## config.mk

```make
export PLATFORM = sky130hd
export DESIGN_NAME = coin_acceptor_flat
export DESIGN_NICKNAME = d
export VERILOG_FILES = /design/src/rtl/coin_pkg.sv /design/src/rtl/coin_acceptor_if.sv /design/src/rtl/coin_sync.sv /design/src/rtl/coin_acceptor.sv /design/src/flat_wrapper.sv
export SDC_FILE = /design/constraint.sdc
export NUM_CORES = 1
export LEC_CHECK = 0
export BUFFER_PORTS_ARGS = -buffer_cell sky130_fd_sc_hd__buf_2
export CAP_MARGIN = 10
export CELL_PAD_IN_SITES_DETAIL_PLACEMENT = 0
export CELL_PAD_IN_SITES_GLOBAL_PLACEMENT = 1
export CORE_MARGIN = 2
export CORE_UTILIZATION = 45
export DETAILED_ROUTE_END_ITERATION = 10
export GPL_ROUTABILITY_DRIVEN = 0
export PLACE_DENSITY_LB_ADDON = 0.12
export SETUP_SLACK_MARGIN = 0.1
export SYNTH_ARGS = -nofsm -noshare
export SYNTH_HDL_FRONTEND = slang
export SYNTH_SLANG_ARGS = --single-unit
```

## constraint.sdc

```tcl
create_clock -name clk -period 2.3 [get_ports clk]
set_input_delay 0.46 -clock clk [delete_from_list [all_inputs] [get_ports clk]]
set_output_delay 0.46 -clock clk [all_outputs]
set_load 0.02 [all_outputs]
```

## src/rtl/coin_pkg.sv

```systemverilog
// rtl/coin_pkg.sv - shared coin encodings, values and FSM state type
package coin_pkg;

  typedef enum logic [1:0] {
    IDLE,
    DEBOUNCE,
    WAIT_RELEASE
  } coin_state_e;

  // Bit order of the synchronised sensor vector: {nickle, dime, quarter}
  localparam logic [2:0] COIN_NICKLE  = 3'b100;
  localparam logic [2:0] COIN_DIME    = 3'b010;
  localparam logic [2:0] COIN_QUARTER = 3'b001;

  localparam int NICKLE_CENTS  = 5;
  localparam int DIME_CENTS    = 10;
  localparam int QUARTER_CENTS = 25;

  function automatic logic coin_is_single(input logic [2:0] p);
    return (p == COIN_NICKLE) || (p == COIN_DIME) || (p == COIN_QUARTER);
  endfunction

  function automatic int coin_cents(input logic [2:0] p);
    case (p)
      COIN_NICKLE:  return NICKLE_CENTS;
      COIN_DIME:    return DIME_CENTS;
      COIN_QUARTER: return QUARTER_CENTS;
      default:      return 0;
    endcase
  endfunction

endpackage

```

## src/rtl/coin_acceptor_if.sv

```systemverilog
// rtl/coin_acceptor_if.sv - raw sensor inputs and clean coin pulse outputs
interface coin_acceptor_if;
  logic nickle_in;
  logic dime_in;
  logic quarter_in;
  logic accept_en;
  logic nickle;
  logic dime;
  logic quarter;
  logic coin_reject;
  logic busy;

  modport slave (
    input  nickle_in, dime_in, quarter_in, accept_en,
    output nickle, dime, quarter, coin_reject, busy
  );

  modport master (
    output nickle_in, dime_in, quarter_in, accept_en,
    input  nickle, dime, quarter, coin_reject, busy
  );
endinterface

```

## src/rtl/coin_sync.sv

```systemverilog
// rtl/coin_sync.sv - 3-bit two-flop synchroniser for the raw coin sensors
module coin_sync (
  input  logic       clk,
  input  logic       rst_n,
  input  logic [2:0] raw,
  output logic [2:0] s
);
  logic [2:0] meta;

  always_ff @(posedge clk) begin
    if (!rst_n) begin
      meta <= '0;
      s    <= '0;
    end else begin
      meta <= raw;
      s    <= meta;
    end
  end
endmodule

```

## src/rtl/coin_acceptor.sv

```systemverilog
// rtl/coin_acceptor.sv - debounces coin sensors into single-cycle accept/reject pulses
module coin_acceptor #(
  parameter int DEBOUNCE_CYCLES = 4
) (
  input  logic          clk,
  input  logic          rst_n,
  coin_acceptor_if.slave bus
);
  import coin_pkg::*;

  localparam int CW = $clog2(DEBOUNCE_CYCLES + 1);
  localparam logic [CW-1:0] CNT_LAST = CW'(DEBOUNCE_CYCLES - 1);
  localparam logic [CW-1:0] CNT_TERM = CW'(DEBOUNCE_CYCLES);

  logic [2:0]    s;
  coin_state_e   state, state_n;
  logic [2:0]    pat, pat_n;
  logic [CW-1:0] cnt, cnt_n, rcnt, rcnt_n;
  logic [3:0]    pulse, pulse_n;  // {nickle, dime, quarter, coin_reject}

  coin_sync u_sync (
    .clk   (clk),
    .rst_n (rst_n),
    .raw   ({bus.nickle_in, bus.dime_in, bus.quarter_in}),
    .s     (s)
  );

  // Reset lands in WAIT_RELEASE so a coin held through reset is never credited
  always_ff @(posedge clk) begin
    if (!rst_n) begin
      state <= WAIT_RELEASE;
      pat   <= '0;
      cnt   <= '0;
      rcnt  <= '0;
      pulse <= '0;
    end else begin
      state <= state_n;
      pat   <= pat_n;
      cnt   <= cnt_n;
      rcnt  <= rcnt_n;
      pulse <= pulse_n;
    end
  end

  always_comb begin
    state_n = state;
    pat_n   = pat;
    cnt_n   = cnt;
    rcnt_n  = rcnt;
    pulse_n = '0;
    case (state)
      IDLE: begin
        if (s != '0) begin
          pat_n   = s;
          cnt_n   = CW'(1);
          state_n = DEBOUNCE;
        end
      end
      DEBOUNCE: begin
        if (s == '0) begin
          cnt_n   = '0;
          state_n = IDLE;
        end else if (s != pat) begin
          pat_n = s;
          cnt_n = CW'(1);
        end else if (cnt == CNT_LAST) begin
          cnt_n   = CNT_TERM;
          rcnt_n  = '0;
          state_n = WAIT_RELEASE;
          pulse_n = (coin_is_single(pat) && bus.accept_en) ? {pat, 1'b0} : 4'b0001;
        end else begin
          cnt_n = cnt + 1'b1;
        end
      end
      WAIT_RELEASE: begin
        if (s != '0) begin
          rcnt_n = '0;
        end else if (rcnt == CNT_LAST) begin
          rcnt_n  = CNT_TERM;
          state_n = IDLE;
        end else begin
          rcnt_n = rcnt + 1'b1;
        end
      end
      default: state_n = IDLE;
    endcase
  end

  assign bus.nickle      = pulse[3];
  assign bus.dime        = pulse[2];
  assign bus.quarter     = pulse[1];
  assign bus.coin_reject = pulse[0];
  assign bus.busy        = (state != IDLE);
endmodule
```

## src/flat_wrapper.sv

```systemverilog
// flat-port wrapper written by rule: the top's interface ports become plain ports
module coin_acceptor_flat import coin_pkg::*;
#(
  parameter int DEBOUNCE_CYCLES = 4
)
  (clk, rst_n, bus_nickle_in, bus_dime_in, bus_quarter_in, bus_accept_en, bus_nickle, bus_dime, bus_quarter, bus_coin_reject, bus_busy);
  coin_acceptor_if bus_i ();
  input  logic clk;
  input  logic rst_n;
  input wire logic [$bits(bus_i.nickle_in)-1:0] bus_nickle_in;
  input wire logic [$bits(bus_i.dime_in)-1:0] bus_dime_in;
  input wire logic [$bits(bus_i.quarter_in)-1:0] bus_quarter_in;
  input wire logic [$bits(bus_i.accept_en)-1:0] bus_accept_en;
  output wire logic [$bits(bus_i.nickle)-1:0] bus_nickle;
  output wire logic [$bits(bus_i.dime)-1:0] bus_dime;
  output wire logic [$bits(bus_i.quarter)-1:0] bus_quarter;
  output wire logic [$bits(bus_i.coin_reject)-1:0] bus_coin_reject;
  output wire logic [$bits(bus_i.busy)-1:0] bus_busy;
  assign bus_i.nickle_in = bus_nickle_in;
  assign bus_i.dime_in = bus_dime_in;
  assign bus_i.quarter_in = bus_quarter_in;
  assign bus_i.accept_en = bus_accept_en;
  assign bus_nickle = bus_i.nickle;
  assign bus_dime = bus_i.dime;
  assign bus_quarter = bus_i.quarter;
  assign bus_coin_reject = bus_i.coin_reject;
  assign bus_busy = bus_i.busy;
  coin_acceptor #(.DEBOUNCE_CYCLES(DEBOUNCE_CYCLES)) u_core (.clk(clk), .rst_n(rst_n), .bus(bus_i));
endmodule
```

**Word-level counts from Yosys, hierarchy flattened**

Index checks and enable logic that the tools add are counted.

- Register bits: 21
- Output and inout port bits: 5

- Add/subtract/negate cells: 2
- Equality and inequality tests: 17
- Muxes and demuxes: 23
- Bitwise operators: 4
- Reductions and logical operators: 15

Operator list:

| kind | number |
|---|---|
| two-way mux 3 bit | 12 |
| one-hot mux 3 bit (2 select lines) | 3 |
| two-way mux 2 bit | 6 |
| equality test 3 x 2 -> 1 bit, second input constant | 3 |
| inequality test 2 x 1 -> 1 bit, second input constant | 4 |
| AND reduction 4 bit | 2 |
| adder 3 x 1 -> 3 bit, second input constant | 2 |
| inequality test 2 bit, second input constant | 3 |
| one-hot mux 2 bit (3 select lines) | 1 |
| nonzero test 2 bit | 3 |
| OR reduction 6 bit | 1 |
| AND reduction 5 bit | 1 |
| OR reduction 5 bit | 1 |
| NOT 1 bit | 4 |
| equality test 3 x 1 -> 1 bit, second input constant | 1 |
| equality test 3 bit, second input constant | 1 |
| logical NOT 3 bit | 1 |
| inequality test 3 x 1 -> 1 bit, second input constant | 1 |
| inequality test 3 x 2 -> 1 bit, second input constant | 1 |
| inequality test 3 bit | 1 |
| nonzero test 3 bit | 1 |
| equality test 2 x 1 -> 1 bit, second input constant | 1 |
| equality test 2 bit, second input constant | 1 |
| logical NOT 2 bit | 1 |
| 4 further kinds | 5 |

**Longest topological paths before layout**

- Word-level depth: 6
- Depth in mapped cells: 5
- Mapped depth without buffers: 5

**Hierarchy**

A second synthesis with hierarchy kept.

- Cell total of the unflattened synthesis: 82
- Area total of the unflattened synthesis: 870.8 um^2

Modules (own cells, without submodules):

| module | times used | cells an instance | area an instance (um^2) | sequential area each (um^2) |
|---|---|---|---|---|
| coin_acceptor | 1 | 70 | 713.2 | 300.3 |
| coin_sync | 1 | 12 | 157.7 | 120.1 |

**Least setup slack after synthesis**

OpenSTA, ideal clock, no wires.

- Path type: register -> register
- From: register u_core.cnt[0]
- To: register u_core.pulse[2]
- Library setup time: 58 ps
- Data arrival time: 1278 ps
- Slack: 964 ps
- Cell stages (with the launch flop): 6
- Cells stage by stage: dfxtp_1 -> ha_1 -> ha_1 -> inv_1 -> nor4_1 -> and2_2

- Longest elaborated chain between the ends: 3

Ends and longest elaborated chain:

| what | line | RTL |
|---|---|---|
| start, declared | coin_acceptor.sv:18 | `logic [CW-1:0] cnt, cnt_n, rcnt, rcnt_n;` |
| start signal, assigned | coin_acceptor.sv:39 | `cnt <= cnt_n;` |
| equality test 3 x 2 -> 1 bit | coin_acceptor.sv:66 | `end else if (cnt == CNT_LAST) begin` |
| NOT 1 bit (no source line) | -- |  |
| OR reduction 6 bit (no source line) | -- |  |
| end signal, assigned | coin_acceptor.sv:41 | `pulse <= pulse_n;` |
| end, declared | coin_acceptor.sv:19 | `logic [3:0] pulse, pulse_n;` |

No other way between the ends.
A chain may end at the register's enable or synchronous reset.

**Worst setup path after layout**

- From: register u_core.state[0]
- To: output port bus_busy

- Longest elaborated chain between the ends: 1

Ends and longest elaborated chain:

| what | line | RTL |
|---|---|---|
| start, declared | coin_acceptor.sv:16 | `coin_state_e state, state_n;` |
| start signal, assigned | coin_acceptor.sv:37 | `state <= state_n;` |
| nonzero test 2 bit | coin_acceptor.sv:93 | `assign bus.busy = (state != IDLE);` |
| end, declared | flat_wrapper.sv:18 | `output wire logic [$bits(bus_i.busy)-1:0] bus_busy;` |

No other way between the ends.

==> summary.txt <==
FF-to-FF path depth: 5
Status: completed
Distinct cells, synth: 32
Routed Antenna Nets: 0
Max-Cap Viols: 0
Post-synth ARST share: 0%
Post-synth EDFFs: 0
Fillers: 187
Register area share after synthesis: 49.2%
Mux share of post-synthesis cell area: 3.51%
Worst Path Required: 1840 ps
CTS root buf: clkbuf_4
Top cells by area, synth: dfxtp_1 49%, and2_1 5.9%, ha_1 5.9%
Number of inserted diodes: 0
Main combinational cell family by area after synthesis: simple AND/OR/NAND/NOR gates
Layout net count: 108
Worst Setup SP: u_core.state[0]$_SDFFE_PN0P_
Die area: 2260 sq um
RSZ-0062 raised after global routing: false
Period utilization: 68.6%
Setup_tns: 0 ps
Yosys warns: 0
Cell count along the critical path: 2
Grt total ovfl: 0
Most frequent cell after synthesis: dfxtp_1
Clk buf depth: 2
Synth Flop Type: dfxtp_1
Floorplan row count: 15
Pin count of the biggest net entering global routing: 12
Fin crit period: 1580 ps
Syn_nets: 94
Worst slew pin tran: 395 ps
Ratio of cells with drive above 1 in the final layout: 20.6%
Clock share of power: 29.0%
TritonCTS clock tree: built
Logic gate share of total power: 6.3%
Clock Skew: 0.680 ps
Number of buffers created by CTS: 3
Final non-filler cell total: 122
Clock Latency Late Sink: 290 ps
Fin. max-slew vios: 0
FF+latch count, synth: 21
CP max stage delay: 370 ps
P_sw: 130 uW
CP cell instances: or2_2 -> buf_2
HP Class: in2reg
Finish-stage setup viols: 0
Reg clk slew, reported paths: 110 ps
Slowest CP cell: dfxtp_1
Total GRT Usage: 14.6%
DRC Markers: 0
Crit Path Class: reg2out
Post-Synth Adder-Cell Area: 5.86%
Reg2reg start: u_core.cnt[0]$_SDFFE_PN0P_
Crit path max fanout: 5
Tot Pwr: 589 uW
Via count: 623
Post_cts resized: 0
Worst hold path stage count: 2
Startpoint class of the critical path: flop
Post-synthesis area per instance: 10.2 sq um
Worst Path Buf+Inv: 1
Clock sinks: 21
Core area: 1760 sq um
Final Instance Area: 957 sq um
H-tree levels: 1
WL/cell: 11.4 um
Worst slew margin: 73.6%
CP Capture Point: bus_busy
Cells after DPL: 118
Initial Util: 48.4%
Leak: 0.394 nW
CP endpoint kind: primary output
Area of the multi-input gates: 407 sq um
Worst IR Drop VDD: 422 uV
Crit-path leading delay family: flip-flops
Post-synthesis compound-gate area fraction: 11.1%
Post-Syn Instances: 84
Total Routed Length: 1390 um
DP Area: 931 sq um
# Post-CTS Setup Buffers: 0
Area share of the largest cell type after synthesis: 49.2%
Initial antenna violation count: 0
DIE WIDTH: 47.6 um
# hold bufs at CTS: 0
Die H: 47.6 um
Pwr per Cell Area: 615 nW/um^2
Simple-Gate Fraction of Synth Area: 23.0%
XOR/XNOR share of the synthesized area: 4.10%
Fmax: 634 MHz
Initial drt markers: 9
Util after Layout: 54.3%
Net Sw Frac: 22.1%
Reg2Reg Setup Slack: 790 ps
DR pass1 iterations: 4
Sequential cell area: 420 sq um
Area leader, netlist: dfxtp_1
HPWL Detailed: 1030 um
Crit path DAT: 1120 ps
Post-synth top cells: 21 x dfxtp_1, 8 x and2_1, 7 x nor2_1
Global-route wire length before repair: 2260 um
Port bufs: 10
Worst r2r dst: u_core.pulse[2]$_SDFF_PP0_
Post-Syn Area: 855 sq um
Area Growth Syn to Fin: 12.0%
Io pins: 11
Final Hold Violating Endpoints: 0
Number of global-route vias before repair: 535
Flop pwr share: 64.7%
Via-per-instance ratio: 5.11
Int Pwr: 459 uW
worst register-to-register path: cells and delay by family (launching register included):
kind | cells | cell delay [ps]
flip-flops | 1 | 380
AND/OR/NAND/NOR | 2 | 570
buffers and inverters | 1 | 90
adder cells (fa/ha/maj) | 2 | 440
state kept, by name, summed over array words and instances, names as in the netlist:
register,cells
u_core.rcnt,3
u_core.cnt,3
u_core.u_sync.meta,3
u_core.pulse,4
u_core.state,2
u_core.u_sync.s,3
u_core.pat,3
layer usage:
layer  GRT usage (%)  share of wire, %  vias to the layer above
li1                -                 -                      315
met1            18.6                51                      290
met2            22.7                44                       16
met3            3.40               4.0                        2
met4            8.11              0.86                        0
met5               0                 0                        -
layout make-up:
type	instances	area share [%]
flip-flops and latches	21	43.9
multi-input cells	56	42.5
repair buffers	10	5.23
well taps	25	3.27
clock buffers	4	2.75
inverters	6	2.35
power groups by stage:
| stage | clock network [mW] | registers, mW | logic [mW] |
|---|---|---|---|
| 2_1_floorplan | 0 | 0.388 | 0.0281 |
| 3_3_place_gp | 0 | 0.389 | 0.0368 |
| 3_5_place_dp | 0 | 0.389 | 0.0377 |
| 4_1_cts | 0.182 | 0.381 | 0.0377 |
| 5_1_grt | 0.195 | 0.383 | 0.0425 |
| 6_report | 0.171 | 0.381 | 0.0371 |
how the worst min path moves through the flow:
stage	startpoint	to	slack (ps)
finish	bus_nickle_in	u_core.u_sync.meta[2]$_SDFF_PN0_	360
global route	bus_quarter_in	u_core.u_sync.meta[0]$_SDFF_PN0_	350
CTS	bus_dime_in	u_core.u_sync.meta[1]$_SDFF_PN0_	350
detailed placement	u_core.u_sync.meta[2]$_SDFF_PN0_	u_core.u_sync.s[2]$_SDFF_PN0_	420
global placement	u_core.u_sync.meta[2]$_SDFF_PN0_	u_core.u_sync.s[2]$_SDFF_PN0_	410
floorplan	u_core.u_sync.meta[0]$_SDFF_PN0_	u_core.u_sync.s[0]$_SDFF_PN0_	410
placed cells by master, fill, tap and decap left out, drive strengths merged, types with 3 or more instances in the layout:
master	n
inv	6
dfxtp	21
mux2i	3
and2	9
nand3	5
nor3	3
ha	4
xnor2	3
clkbuf	4
buf	10
o21ai	3
nor2	8
cells by family after synthesis:
group | count (synthesis)
AOI/OAI and AO/OA | 11
and+or+nand+nor | 34
DFF | 21
muxes | 3
xor gates and xnor gates | 4
adders and majority gates | 4
buffers and inverters | 7
metrics by stage:
stage	setup WS [ps]	hold WS (ps)
2_1_floorplan	964	412
3_3_place_gp	874	413
3_5_place_dp	822	422
4_1_cts	697	349
5_1_grt	644	347
6_report	723	364
Note: power is estimated with default switching activity, not from simulation.
